**src/rtl/pooling_ctrl_pipe.sv**
```systemverilog
// Elastic pipeline carrying pooling buffer addresses and control bits.
// Empty stages absorb data while downstream stalls, so bubbles collapse.
module pooling_ctrl_pipe #(
    parameter int ADDR_W = 4,
    parameter int STAGES = 3,
    parameter int CNT_W  = $clog2(STAGES + 1)
) (
    input  logic              clk,
    input  logic              rst,
    input  logic              flush,
    input  logic              in_valid,
    output logic              in_ready,
    input  logic [ADDR_W-1:0] in_adrs,
    input  logic [ADDR_W-1:0] in_adrs_out,
    input  logic              in_mux_en,
    input  logic              in_wr_ctrl1,
    input  logic              in_wr_ctrl2,
    input  logic              in_pool_done,
    output logic              out_valid,
    input  logic              out_ready,
    output logic [ADDR_W-1:0] out_adrs,
    output logic [ADDR_W-1:0] out_adrs_out,
    output logic              out_mux_en,
    output logic              out_wr_ctrl1,
    output logic              out_wr_ctrl2,
    output logic              out_pool_done,
    output logic [CNT_W-1:0]  occupancy,
    output logic              done_pulse
);

    localparam int PW = 2 * ADDR_W + 4;
    typedef logic [PW-1:0] payload_t;

    logic [STAGES-1:0] valid_q, valid_d;
    payload_t          data_q [STAGES];
    payload_t          data_d [STAGES];
    logic [CNT_W-1:0]  occ_q, occ_d;
    logic [STAGES-1:0] load;
    logic              out_xfer;
    logic              in_xfer;
    logic              adv;
    payload_t          in_pl;

    assign in_pl = {in_adrs, in_adrs_out, in_mux_en, in_wr_ctrl1, in_wr_ctrl2, in_pool_done};

    always_comb begin
        out_xfer = valid_q[STAGES-1] && out_ready;
        // A stage loads when any stage at or beyond it has room this cycle.
        adv = out_xfer;
        load = '0;
        for (int i = STAGES - 1; i >= 0; i--) begin
            adv     = adv || !valid_q[i];
            load[i] = adv;
        end
        in_ready = !rst && !flush && load[0];
        in_xfer  = in_valid && in_ready;
    end

    always_comb begin
        valid_d = valid_q;
        for (int i = 0; i < STAGES; i++) begin
            data_d[i] = data_q[i];
        end
        if (load[0]) begin
            valid_d[0] = in_xfer;
            data_d[0]  = in_pl;
        end
        for (int i = 1; i < STAGES; i++) begin
            if (load[i]) begin
                valid_d[i] = valid_q[i-1];
                data_d[i]  = data_q[i-1];
            end
        end
        // Flush drops entries but leaves payload registers untouched.
        if (flush) begin
            valid_d = '0;
            for (int i = 0; i < STAGES; i++) begin
                data_d[i] = data_q[i];
            end
        end
        occ_d = '0;
        for (int i = 0; i < STAGES; i++) begin
            occ_d = occ_d + CNT_W'(valid_d[i]);
        end
    end

    always_ff @(posedge clk) begin
        if (rst) begin
            valid_q <= '0;
            occ_q   <= '0;
            for (int i = 0; i < STAGES; i++) begin
                data_q[i] <= '0;
            end
        end else begin
            valid_q <= valid_d;
            occ_q   <= occ_d;
            for (int i = 0; i < STAGES; i++) begin
                data_q[i] <= data_d[i];
            end
        end
    end

    assign out_valid = valid_q[STAGES-1];
    assign {out_adrs, out_adrs_out, out_mux_en, out_wr_ctrl1, out_wr_ctrl2, out_pool_done} =
        data_q[STAGES-1];
    assign occupancy  = occ_q;
    assign done_pulse = !rst && out_xfer && out_pool_done;

endmodule

```
**config.mk**
```make
export PLATFORM = sky130hd
export DESIGN_NAME = pooling_ctrl_pipe
export DESIGN_NICKNAME = d
export VERILOG_FILES = /design/src/rtl/pooling_ctrl_pipe.sv
export SDC_FILE = /design/constraint.sdc
export NUM_CORES = 1
export LEC_CHECK = 0
export BUFFER_PORTS_ARGS = -buffer_cell sky130_fd_sc_hd__buf_2
export CAP_MARGIN = 20
export CORE_ASPECT_RATIO = 1.75
export CORE_UTILIZATION = 48
export DETAILED_ROUTE_END_ITERATION = 16
export PLACE_DENSITY = 0.75
export REMOVE_ABC_BUFFERS = 1
export SYNTH_ARGS = -nofsm -noshare
export SYNTH_HDL_FRONTEND = slang
export SYNTH_SLANG_ARGS = --single-unit
```
**constraint.sdc**
```tcl
create_clock -name clk -period 1.7 [get_ports clk]
set_clock_uncertainty 0.1 [all_clocks]
set_input_delay 0.17 -clock clk [delete_from_list [all_inputs] [get_ports clk]]
set_output_delay 0.17 -clock clk [all_outputs]
set_load 0.02 [all_outputs]
```
==> impl.org <==
** Global route
- For this run the aggregate overflow at the end of global routing stands at 0.
- Initial antenna violation count :: 0
- Maximum number of pins on one net before global-route repair :: 56
- In the global route stage, overall resource usage came out at 0.192.
- The first global-routing pass estimated between 5 and 6 mm of wire.
- The number of global-route vias before repair came to 1226.

** Clock tree
- Buffers from clock root to sink, at most :: 2
- Hold Buf Count CTS :: 0
- At the later pin of the worst-skew pair, clock insertion delay measures 0.29 ns.
- TritonCTS created 5 clock buffers.
- Clock-pin slew was measured on the worst setup and hold paths at 0.07 ns.
- Root cell of the clock tree :: clkbuf_8
- TritonCTS Sinks :: 41
- Number of H-tree levels :: 2
- TritonCTS built the clock tree.

** Timing
- The worst path needs 1.62 ns of the cycle, external delays included.
- Setup violations remaining at the end of the flow were counted as 0.
- Portion of the clock cycle consumed by the worst path in the final layout :: 0.954
- Least-Margin Pin Slew :: approximately 0.52 ns
- Setup repair after global routing left no endpoint under its margin.
- Max_slew headroom :: 0.653
- After routing, the total negative slack on setup checks comes to 0 ns.
- The number of hold violations in the final report came to 0.
- Final slew viol count :: 0
- Fmax :: 0.617 GHz

** Worst setup path
- Worst setup path start :: valid_q[2]
- At the worst endpoint, the required time is 1.43 ns.
- Setup slack of the worst register-to-register path :: 0.11 ns
- STA puts the critical path data arrival time at 1.35 ns.
- CP max FO :: 5
- Worst flop-to-flop path endpoint :: occupancy[0]
- The most critical setup path has its endpoint at in_ready.
- The worst setup path is captured at an output port.
- The setup path with the least slack is of type register to output port.
- Register-to-Register Path Depth :: 5
- The worst setup path is launched from a register.
- In this run the critical register-to-register path is launched from valid_q[2].

** Routing
- Via count of the routed design :: 1291
- Starting DRT DRC Count :: 39
- 1st-pass router iterations :: 4
- Routed length per instance :: 13.2 um
- Total length of routed wires :: between 3 and 4 mm
- After detailed routing, the number of remaining DRC violations is 0.
- Dividing the detail-routed via count by the number of cells gives 5.16.
- Remaining antenna violation count after routing :: 0

** Pwr
- Summing internal, switching and leakage power gives 1.80 mW.
- Leakage power summed over all cells :: about 0.87 nW
- Power density over the cells :: 893 nW/um^2
- Largest vdd supply drop :: 575 uV

** Final layout
- Commonest cells after routing, fill and taps aside :: dfxtp_1 (40), nand2b_1 (37), buf_2 (32)
- Leaving out fill and tap cells, the most frequent cell in the layout is dfxtp_1.
- Filler cells :: 311
- Diodes inserted :: 0
- Fraction of layout instances using a drive strength above 1 :: 0.254
- In the final layout, the multi-input gates occupy between 800 and 900 um^2.
- Post-synthesis to final-layout area growth :: 13.4%
- Layout Nets :: 223
- Summing all flip-flop and latch instances after layout gives 822 um^2.

** Hold path
- The tightest min-delay check is of the primary input to register type.
- The worst hold path begins at in_adrs[0].

** Run
- Across the run, the number of max-cap violations was 0.

** Synth
- Mapped Cells :: between 150 and 200
- Synth cell types :: 22
- Cell taking the most area after synthesis :: dfxtp_1
- Yosys attributes the largest share of cell area to dfxtp_1 (46%), mux2i_1 (14%), nand2b_1 (13%).
- Of the synthesized area, sequential elements account for 0.463.
- Number of synthesized register bits :: between 40 and 50
- Averaged over all synthesized cells, the footprint is roughly 9.8 um^2.
- Number of warnings reported in the yosys synthesis log :: 0
- Proportion of netlist area held by the largest area contributor :: 0.463
- Netlist area before placement :: 1770 um^2

** Floorplanning
- In this run the core area contains 28 standard-cell rows.
- The die is 82.4 um tall.
- The floorplan step defined a core boundary enclosing 3470 um^2.
- Number of ports placed on the die boundary :: 34
- The die is around 48 um wide.
- The die covers 3950 um^2.
- For this configuration, the core starts out at a cell density of 0.511.

** Placement
- Routability-driven placement finished with a final weighted congestion of 0.837.
- The count of buffers added on input and output ports is 33.
- The wire-length estimate of the detail-placed layout is between 2 and 2.5 mm.

** Outcome
- Outcome :: finished, final reports clean
==> layout make-up <==
| type | count | area share |
|---|---|---|
| sequential | 41 | 0.409 |
| multi-input combinational | 115 | 0.403 |
| timing repair buffer | 40 | 0.113 |
| clock buffer | 7 | 0.0429 |
| tap | 45 | 0.0280 |
| inverter | 2 | 0.00373 |
==> per-stage QoR <==
stage	worst slack, ns	util	cell area, um^2	cells	hold WS [ns]
finish	0.0781	0.580	2010	250	0.0382
floorplan	-0.121	-	1630	158	0.139
global placement	0.177	0.544	1890	241	0.332
detailed placement	0.0916	0.544	1890	241	0.337
CTS	0.0230	0.572	1980	248	0.0324
global route	0.00838	0.580	2010	250	0.0412
==> worst min path at each step <==
stage,to,slack (ns),cells past startpoint
after floorplan,data_q[0][24],0.14,1
after CTS,data_q[0][8],0.03,3
final,data_q[0][8],0.04,3
after global placement,data_q[0][0],0.33,3
after detailed placement,data_q[0][8],0.34,3
after global routing,data_q[0][9],0.04,3
==> layer usage <==
| metal | GRT usage | routed length (um) |
|---|---|---|
| met1 | 0.215 | 1370 |
| met2 | 0.316 | 1730 |
| met3 | 0.0522 | 126 |
| met4 | 0.100 | 72 |
| met5 | 0 | 0 |
==> synth_stat cells <==
| master | instances |
|---|---|
| a21oi_1 | 13 |
| buf_1 | 1 |
| buf_4 | 8 |
| and4b_1 | 1 |
| nor3_1 | 3 |
| o21ai_0 | 12 |
| a32oi_1 | 1 |
| mux2i_1 | 24 |
| nor2b_4 | 1 |
| nand2b_1 | 37 |
| dfxtp_1 | 41 |
| nand3_1 | 12 |
| buf_6 | 3 |
| buf_2 | 7 |
| inv_1 | 2 |
| nor2b_1 | 3 |
| a21o_4 | 1 |
| a31oi_1 | 1 |
| a31oi_4 | 1 |
| fa_1 | 1 |
| nor2_1 | 4 |
| clkbuf_1 | 3 |
==> logic make-up (layout without fill, tap and decap cells) <==
logic type	count (synthesis)	in the layout	synth area share
AOI/OAI and AO/OA	29	29	0.0995
buffers and inverters	24	49	0.0854
and+or+nand+nor	61	61	0.205
DFF	41	41	0.463
adders and majority gates	1	1	0.0113
muxes	24	24	0.135
==> timing repair <==
action / in CTS / in global routing
gates resized for setup: 4 / 3
endpoints found under the hold margin: 0 / 0
setup buffers: 0 / 2
setup endpoints to repair: 1 / 2
==> sequential cells by signal, indices dropped and copies added (netlist names) <==
register	count
data_q	36
valid_q	3
occupancy	2
==> power breakdown <==
part | switching, mW | total [mW] | internal [mW] | leakage, nW
logic | 0.0868 | 0.163 | 0.0761 | 0.488
clock network | 0.301 | 0.623 | 0.322 | 0.0443
registers | 0.0150 | 1.01 | 0.996 | 0.335
total | 0.403 | 1.80 | 1.39 | 0.867
==> critical path, cell delays in order (launching register included) <==
cell	delay (ns)
dfxtp_2	0.33
nor2b_4	0.14
buf_6	0.12
a31oi_4	0.18
nor2b_4	0.17
buf_6	0.12
No activity file was read; power rests on OpenSTA's default activity.
